<file path="src/rtl/ctrl_plane_seq_pkg.sv">
// ctrl_plane_seq_pkg: shared table geometry, sequencer state enum and row-limit helper
package ctrl_plane_seq_pkg;
  localparam int num_col = 5;
  localparam int phit_size = 64;
  localparam int dwidth_RFadd = 5;
  localparam int dwidth_iter = 8;
  localparam int cwidth = $clog2(num_col);
  typedef enum logic [1:0] {IDLE, LOAD, RUN, DRAIN} state_t;
  function automatic logic [dwidth_RFadd-1:0] row_max_of(input logic [dwidth_RFadd:0] n);
    logic [dwidth_RFadd:0] m;
    m = n[dwidth_RFadd] ? {1'b0, {dwidth_RFadd{1'b1}}} : n - 1'b1;
    return m[dwidth_RFadd-1:0];
  endfunction
endpackage

</file>
<file path="src/rtl/ctrl_plane_addr_gen.sv">
// ctrl_plane_addr_gen: two-level wrapping counter (inner wraps into outer) with terminal flag
module ctrl_plane_addr_gen #(
  parameter int iw = 3,
  parameter int ow = 5
) (
  input  logic          clk,
  input  logic          rst,
  input  logic          clr,
  input  logic          step,
  input  logic [iw-1:0] inner_max,
  input  logic [ow-1:0] outer_max,
  output logic [iw-1:0] inner,
  output logic [ow-1:0] outer,
  output logic          last
);
  logic inner_end;
  assign inner_end = inner == inner_max;
  assign last = inner_end && outer == outer_max;
  always_ff @(posedge clk or posedge rst)
    if (rst) begin
      inner <= '0;
      outer <= '0;
    end else if (clr) begin
      inner <= '0;
      outer <= '0;
    end else if (step) begin
      inner <= inner_end ? '0 : inner + 1'b1;
      outer <= inner_end ? outer + 1'b1 : outer;
    end
endmodule

</file>
<file path="src/rtl/ctrl_plane_seq.sv">
// ctrl_plane_seq: LOAD/RUN sequencer for the control-plane tables; CTRL_PLANE_SEQ_STALL_CNT_EN adds stall_cnt
module ctrl_plane_seq
  import ctrl_plane_seq_pkg::*;
(
  input  logic                    clk,
  input  logic                    rst,
  input  logic                    load_start,
  input  logic                    run_start,
  input  logic [dwidth_RFadd:0]   num_rows,
  input  logic [dwidth_iter-1:0]  run_iters,
  input  logic [phit_size-1:0]    in_data,
  input  logic                    in_valid,
  output logic                    in_ready,
  input  logic                    adv,
  output logic [dwidth_RFadd-1:0] wr_add,
  output logic [num_col-1:0]      wr_en,
  output logic [phit_size-1:0]    wr_data,
  output logic [dwidth_RFadd-1:0] rd_add,
  output logic                    rd_valid,
  output logic                    busy,
  output logic                    done
`ifdef CTRL_PLANE_SEQ_STALL_CNT_EN
  ,
  output logic [31:0]             stall_cnt
`endif
);
  state_t state;
  logic [dwidth_RFadd-1:0] rows_m1;
  logic [dwidth_iter-1:0] iters_m1;
  logic [cwidth-1:0] ld_col;
  logic [dwidth_RFadd-1:0] ld_row;
  logic [dwidth_iter-1:0] rn_iter_unused;
  logic ld_go, rn_go, hs, rn_step, ld_last, rn_last;
  assign in_ready = state == LOAD;
  assign busy = state != IDLE;
  assign ld_go = state == IDLE && load_start;
  assign rn_go = state == IDLE && run_start && !load_start;
  assign hs = in_valid && in_ready;
  assign rn_step = state == RUN && adv;
  ctrl_plane_addr_gen #(.iw(cwidth), .ow(dwidth_RFadd)) u_ld_gen (
    .clk(clk), .rst(rst), .clr(ld_go), .step(hs),
    .inner_max(cwidth'(num_col - 1)), .outer_max(rows_m1),
    .inner(ld_col), .outer(ld_row), .last(ld_last)
  );
  ctrl_plane_addr_gen #(.iw(dwidth_RFadd), .ow(dwidth_iter)) u_rn_gen (
    .clk(clk), .rst(rst), .clr(rn_go), .step(rn_step),
    .inner_max(rows_m1), .outer_max(iters_m1),
    .inner(rd_add), .outer(rn_iter_unused), .last(rn_last)
  );
  always_ff @(posedge clk or posedge rst)
    if (rst) begin
      state <= IDLE;
      rows_m1 <= '0;
      iters_m1 <= '0;
      wr_add <= '0;
      wr_en <= '0;
      wr_data <= '0;
      rd_valid <= 1'b0;
      done <= 1'b0;
    end else begin
      wr_en <= '0;
      rd_valid <= rn_step;
      done <= state == DRAIN;
      case (state)
        IDLE: begin
          if (ld_go || rn_go) begin
            rows_m1 <= row_max_of(num_rows);
            state <= num_rows == '0 ? DRAIN : ld_go ? LOAD : RUN;
          end
          if (rn_go) iters_m1 <= run_iters == '0 ? '0 : run_iters - 1'b1;
        end
        LOAD: if (hs) begin
          wr_en <= num_col'(1) << ld_col;
          wr_add <= ld_row;
          wr_data <= in_data;
          state <= ld_last ? DRAIN : LOAD;
        end
        RUN: if (rn_step && rn_last) state <= DRAIN;
        default: state <= IDLE;
      endcase
    end
`ifdef CTRL_PLANE_SEQ_STALL_CNT_EN
  always_ff @(posedge clk or posedge rst)
    if (rst) stall_cnt <= '0;
    else if (ld_go || rn_go) stall_cnt <= '0;
    else if (((state == RUN && !adv) || (state == LOAD && !in_valid)) && stall_cnt != '1) stall_cnt <= stall_cnt + 1'b1;
`endif
endmodule
</file>
<file path="config.mk">
export PLATFORM = sky130hd
export DESIGN_NAME = ctrl_plane_seq
export DESIGN_NICKNAME = d
export VERILOG_FILES = /design/src/rtl/ctrl_plane_seq_pkg.sv /design/src/rtl/ctrl_plane_addr_gen.sv /design/src/rtl/ctrl_plane_seq.sv
export SDC_FILE = /design/constraint.sdc
export NUM_CORES = 1
export LEC_CHECK = 0
export ABC_AREA = 1
export CORE_MARGIN = 2
export CORE_UTILIZATION = 34
export CTS_BUF_LIST = sky130_fd_sc_hd__clkbuf_4 sky130_fd_sc_hd__clkbuf_8
export DETAILED_ROUTE_END_ITERATION = 6
export SYNTH_ARGS = -nofsm -noshare
export SYNTH_HDL_FRONTEND = slang
export SYNTH_SLANG_ARGS = --single-unit
</file>
<file path="constraint.sdc">
create_clock -name clk -period 3.7 [get_ports clk]
set_clock_uncertainty 0.15 [all_clocks]
set_input_delay 0.37 -clock clk [delete_from_list [all_inputs] [get_ports clk]]
set_output_delay 0.37 -clock clk [all_outputs]
set_load 0.005 [all_outputs]
</file>
# Word level (Yosys, flattened, before mapping)
# Cells that the tools add are included.
word_totals:
  regBits: 112
  out_inout_bits: 83
  elab_cells: 76
classes:
  n_addsub: 6
  eq_ne: 10
  n_shift: 1
  n_mux: 23
  reduce_logical: 24
op_table:
  columns: ["operator", "n"]
  rows:
  - ["5-bit 2-to-1 mux", 9]
  - ["8-bit 2-to-1 mux", 4]
  - ["2-bit 2-to-1 mux", 6]
  - ["5-bit by 1-bit adder with 5-bit output (second input constant)", 2]
  - ["5-bit equality test", 2]
  - ["2-bit AND reduction", 5]
  - ["2-bit nonzero test", 5]
  - ["3-bit 2-to-1 mux", 3]
  - ["8-bit by 1-bit adder with 8-bit output (second input constant)", 1]
  - ["8-bit equality test", 1]
  - ["1-bit logical AND", 8]
  - ["8-bit logical NOT", 1]
  - ["8-bit by 1-bit subtractor with 8-bit output (second input constant)", 1]
  - ["6-bit logical NOT", 1]
  - ["2-bit by 1-bit != test with 1-bit output (second input constant)", 3]
  - ["2-bit one-hot mux with 3 select lines", 1]
  - ["1-bit by 3-bit << shifter with 5-bit output (first input constant)", 1]
  - ["5-bit by 1-bit subtractor with 5-bit output (second input constant)", 1]
  - ["2-bit equality test (second input constant)", 2]
  - ["3-bit by 1-bit adder with 3-bit output (second input constant)", 1]
  - ["3-bit equality test (second input constant)", 1]
  - ["3-bit AND reduction", 1]
  - ["2-bit by 1-bit equality test with 1-bit output (second input constant)", 1]
  - ["2-bit logical NOT", 1]
  - ["2 further kinds", 2]

# Depth between registers and ports, before layout
logic_depth:
  word_depth: 6
  depth_mapped: 11
  ltp_nobuf: 11

# Modules after synthesis
# From an unflattened synthesis, not the netlist that was laid out.
hier_totals:
  hier_cells: 673
  hier_area_um2: 5338.9
modules_own_cells:
  columns: ["module", "n_inst", "cells_per_inst", "area_each_um2", "seq_area_each_um2"]
  rows:
  - ["ctrl_plane_seq", 1, 456, 3821.2, 2277.2]
  - ["ctrl_plane_addr_gen (u_rn_gen)", 1, 140, 939.7, 325.3]
  - ["ctrl_plane_addr_gen (u_ld_gen)", 1, 77, 578.1, 200.2]

# Worst setup path after synthesis
# OpenSTA, ideal clock, no wires.
synth_path:
  path_kind: "register to register"
  startpoint: "register state[1]"
  endpoint: "register u_ld_gen.outer[4]"
  setup_time_ns: 0.123
  arrival_time_ns: 1.417
  slack_ns: 2.010
  path_stages_with_launch: 10
  synth_period_minus_slack_ns: 1.690
  path_cell_list: "dfrtp_1 > inv_1 > ha_1 > nand2_2 > nor2_4 > nor2_1 > nor3_2 > nand2_1 > o21ai_0 > a21oi_1"
synth_between:
  elab_chain_len: 4
  elab_cells_between_ends: 8
  cone_classes: "eq/ne (1); mux (1); reduce/logical (6)"
synth_lines:
  columns: ["element", "line", "rtl"]
  rows:
  - ["start, declared", "ctrl_plane_seq.sv:27", "state_t state;"]
  - ["start signal, assigned", "ctrl_plane_seq.sv:68", "state <= num_rows == '0 ? DRAIN : ld_go ? LOAD : RUN;"]
  - ["start signal, assigned", "ctrl_plane_seq.sv:76", "state <= ld_last ? DRAIN : LOAD;"]
  - ["2-bit by 1-bit equality test with 1-bit output", "ctrl_plane_seq.sv:34", "assign in_ready = state == LOAD;"]
  - ["via in_ready", "ctrl_plane_seq.sv:13", "output logic in_ready,"]
  - ["1-bit logical AND", "ctrl_plane_seq.sv:38", "assign hs = in_valid && in_ready;"]
  - ["2-bit nonzero test (no line)", null, null]
  - ["2-bit AND reduction (no line)", null, null]
  - ["end signal, assigned", "ctrl_plane_addr_gen.sv:28", "outer <= inner_end ? outer + 1'b1 : outer;"]
  - ["end, declared", "ctrl_plane_addr_gen.sv:13", "output logic [ow-1:0] outer,"]
# The timed path passes the listed nets, and every way through them passes these cells.
# A chain may end at the register's enable or synchronous reset.

# Worst setup path after layout
layout_path:
  startpoint: "register state[0]"
  endpoint: "output busy"
layout_between:
  elab_chain_len: 1
layout_lines:
  columns: ["element", "line", "rtl"]
  rows:
  - ["2-bit nonzero test", "ctrl_plane_seq.sv:35", "assign busy = state != IDLE;"]
  - ["end, declared", "ctrl_plane_seq.sv:20", "output logic busy,"]
# No other way between the ends.

==> metrics.cfg <==
[sta]
setup-tns-final_ps = 0
slew_viol_final = 0
tightest_slew_ps = 791
final.min_clock_period_ps = 2320
relSlewSlack = 0.473
hold_slack_ps = 248
rsz0062_at_grt = no
max_freq_ghz = 0.431
fin_crit_sh = 0.626
hold_viol_final = 0
setup_viol = 0

[die]
rows = 44
die_w_um = 127
die_y_um = 127
dieArea_mm2 = 0.0162
core-area_mm2 = 0.0146
start_util = 0.352
pin_count = 167

[grt]
grt_pass1_wl_mm = 21.8
antenna_found_initial = 0
overflow = 0
grt_max_degree = 81
grt_usage = 0.167
grt_pass1_vias = 4342

[synthesis]
syn_area_mm2 = 0.00515
yosysTopAreaCell = dfrtp_1
synth-async-reset-ratio = 1.00
synthCells = 602
synth.area.top_cells = dfrtp_1, nand2_1, ha_1
synth_top_flop_cell = dfrtp_1
seq_area_frac_synth = 0.544
synth.avg_cell_area_um2 = 8.56
synth_edf_count = 0
yosysUniqueCellTypes = 26
yosysWarningCount = 0
syn-num-nets = 702
synth_commonest_cells = nand2_1, dfrtp_1, inv_1
synthMostInstantiatedCell = nand2_1
synth.top_cell.area_share = 0.544
ys_seq_elements = 112

[flow_run]
maxCapViolCount = 0

[power_and_ir_drop]
clkPwrFrac = 0.145
power_mw = 4.97
powerDensity_mw_per_mm2 = 692
netSwitchingPower_mw = 1.82
combPwrFrac = 0.439
swShare = 0.367
intPower_mw = 3.14
power_frac_seq = 0.416
irDropWorstVdd_mv = 0.252
p_leak_nw = 3.50

[clocking]
cts_resized = 0
cts_tree = built
cts_buffers = 9
cts_hold_buf = 0
path_clk_slew_ps = 110
cts_buffer_depth = 2
clock-sinks = 112
cts_setup_buffers = 0
clk_latency_ps = 380
cts_htree_levels = 3
cts_root_buf = clkbuf_8

[final_layout]
drive_gt1_frac = 0.0532
fill_cells = 1370
fin_util = 0.491
insertedDiodeCount = 0
multi_input_area_mm2 = 0.00207
area.growth.synth_to_final_pct = 39.5
final_nets = 865
finalNonFillerCells = 954
seq_area_mm2 = 0.00280

[placed_design]
gp_routability_congestion = 0.856
dp_hpwl_mm = 9.74
placedCellCount = 938
place.port_buffers = 166

[routing]
routed_via_density = 4.58
wl_per_cell_um = 14.0
num_vias = 4367
drt_iter0_drc = 280
drtAntennaViolNets = 0
drc = 0
finalWirelength_mm = 13.4
drt_pre_antenna_iters = 4

[worst_setup_path]
crit_path_end_kind = output pin
crit_fanout = 5
required_ps = 3180
start_kind = flop
cp_data_arrival_time_ps = 1800
path_class = reg2out

[min_path]
hold_path.class = in2async

[run_status]
run_status = completed

-- flip-flops by register name, summed over array words and instances, names as in the netlist --
register and cells:
wr_data 64, wr_en 5, u_ld_gen.inner 3, u_ld_gen.outer 5, rows_m1 5, iters_m1 8, rd_valid 1, u_rn_gen.outer 8
u_rn_gen.inner 5, state 2, done 1, wr_add 5
-- metal layers --
| metal | wire [um] | global-route usage | up-vias |
|---|---|---|---|
| li1 | - | - | 2183 |
| met5 | 0 | 0 | - |
| met4 | 320 | 0.0698 | 0 |
| met2 | 6740 | 0.287 | 113 |
| met1 | 5710 | 0.207 | 2050 |
| met3 | 597 | 0.0335 | 21 |
-- layout make-up --
type                            instances  share of cell area
Clock buffer                           10              0.0192
Clock inverter                          6             0.00714
Inverter                               50              0.0265
Multi-Input combinational cell        422               0.288
Sequential cell                       112               0.390
Tap cell                              184              0.0320
Timing Repair Buffer                  170               0.237
-- metrics by stage --
step	instance area, um^2	setup slack (ps)
after floorplan	5150	221
after global placement	7000	1440
after detailed placement	7000	1320
after CTS	7180	1330
after global routing	7180	1280
final	7180	1380
-- placed cells by master, fill, tap and decap left out --
cell,Yosys,layout
nand2_1,268,268
clkdlybuf4s50_1,0,166
dfrtp_1,112,112
inv_1,50,48
nor2_1,31,31
o21ai_0,20,20
nand3_1,20,20
xor2_1,16,16
ha_1,16,16
clkbuf_8,0,10
o22ai_1,8,8
a21oi_1,7,7
xnor2_1,6,6
o21ai_2,6,6
nor2_4,4,4
nand4_1,4,4
buf_4,0,3
nand2_2,2,2
nor2_8,2,2
nand3_2,2,2
a22oi_1,2,2
or2_2,2,2
a32oi_1,2,2
nor3_1,2,2
inv_8,0,2
clkinvlp_4,0,2
inv_2,0,1
inv_4,0,1
nor3_2,1,1
nor3b_1,1,1
inv_6,0,1
clkinv_2,0,1
buf_12,1,1
-- power groups by stage --
stage	Combinational (mW)	Clock [mW]	Sequential (mW)
floorplan	1.05	0	2.05
global route	2.45	0.789	2.14
CTS	2.22	0.747	2.07
global placement	2.16	0	2.07
detailed placement	2.21	0	2.08
finish	2.18	0.719	2.07
-- path summary, 6_finish.rpt --
check / slack [ps] / depth (start not counted) / to / from
min in group clk: 340 / 2 / wr_data[16]$_DFFE_PP0P_ / wr_data[16]$_DFFE_PP0P_
worst max-delay path: 1380 / 4 / busy / state[0]$_DFFE_PP0P_
worst max register to register: 1510 / 7 / rows_m1[3]$_DFFE_PP0P_ / state[0]$_DFFE_PP0P_
worst min register to register: 340 / 2 / wr_data[16]$_DFFE_PP0P_ / wr_data[16]$_DFFE_PP0P_
max in group asynchronous: 2380 / 3 / wr_data[8]$_DFFE_PP0P_ / rst
worst min-delay path: 250 / 2 / wr_data[38]$_DFFE_PP0P_ / rst
-- worst max-delay path: stages, from the launching register on --
cell and delay [ps]:
dfrtp_1 410, inv_1 80, ha_1 280, inv_1 120, clkdlybuf4s50_1 520
-- kinds of logic (layout without fill, tap and decap cells) --
| kind of cell | after synthesis | after routing | share of synthesized area |
|---|---|---|---|
| buffers and inverters | 68 | 236 | 0.0544 |
| adder cells (fa/ha/maj) | 16 | 16 | 0.0389 |
| flip-flops | 112 | 112 | 0.544 |
| XOR/XNOR | 22 | 22 | 0.0374 |
| AND/OR/NAND/NOR | 339 | 339 | 0.273 |
| AO/OA/AOI/OAI | 45 | 45 | 0.0525 |
Note: power is estimated with default switching activity, not from simulation.
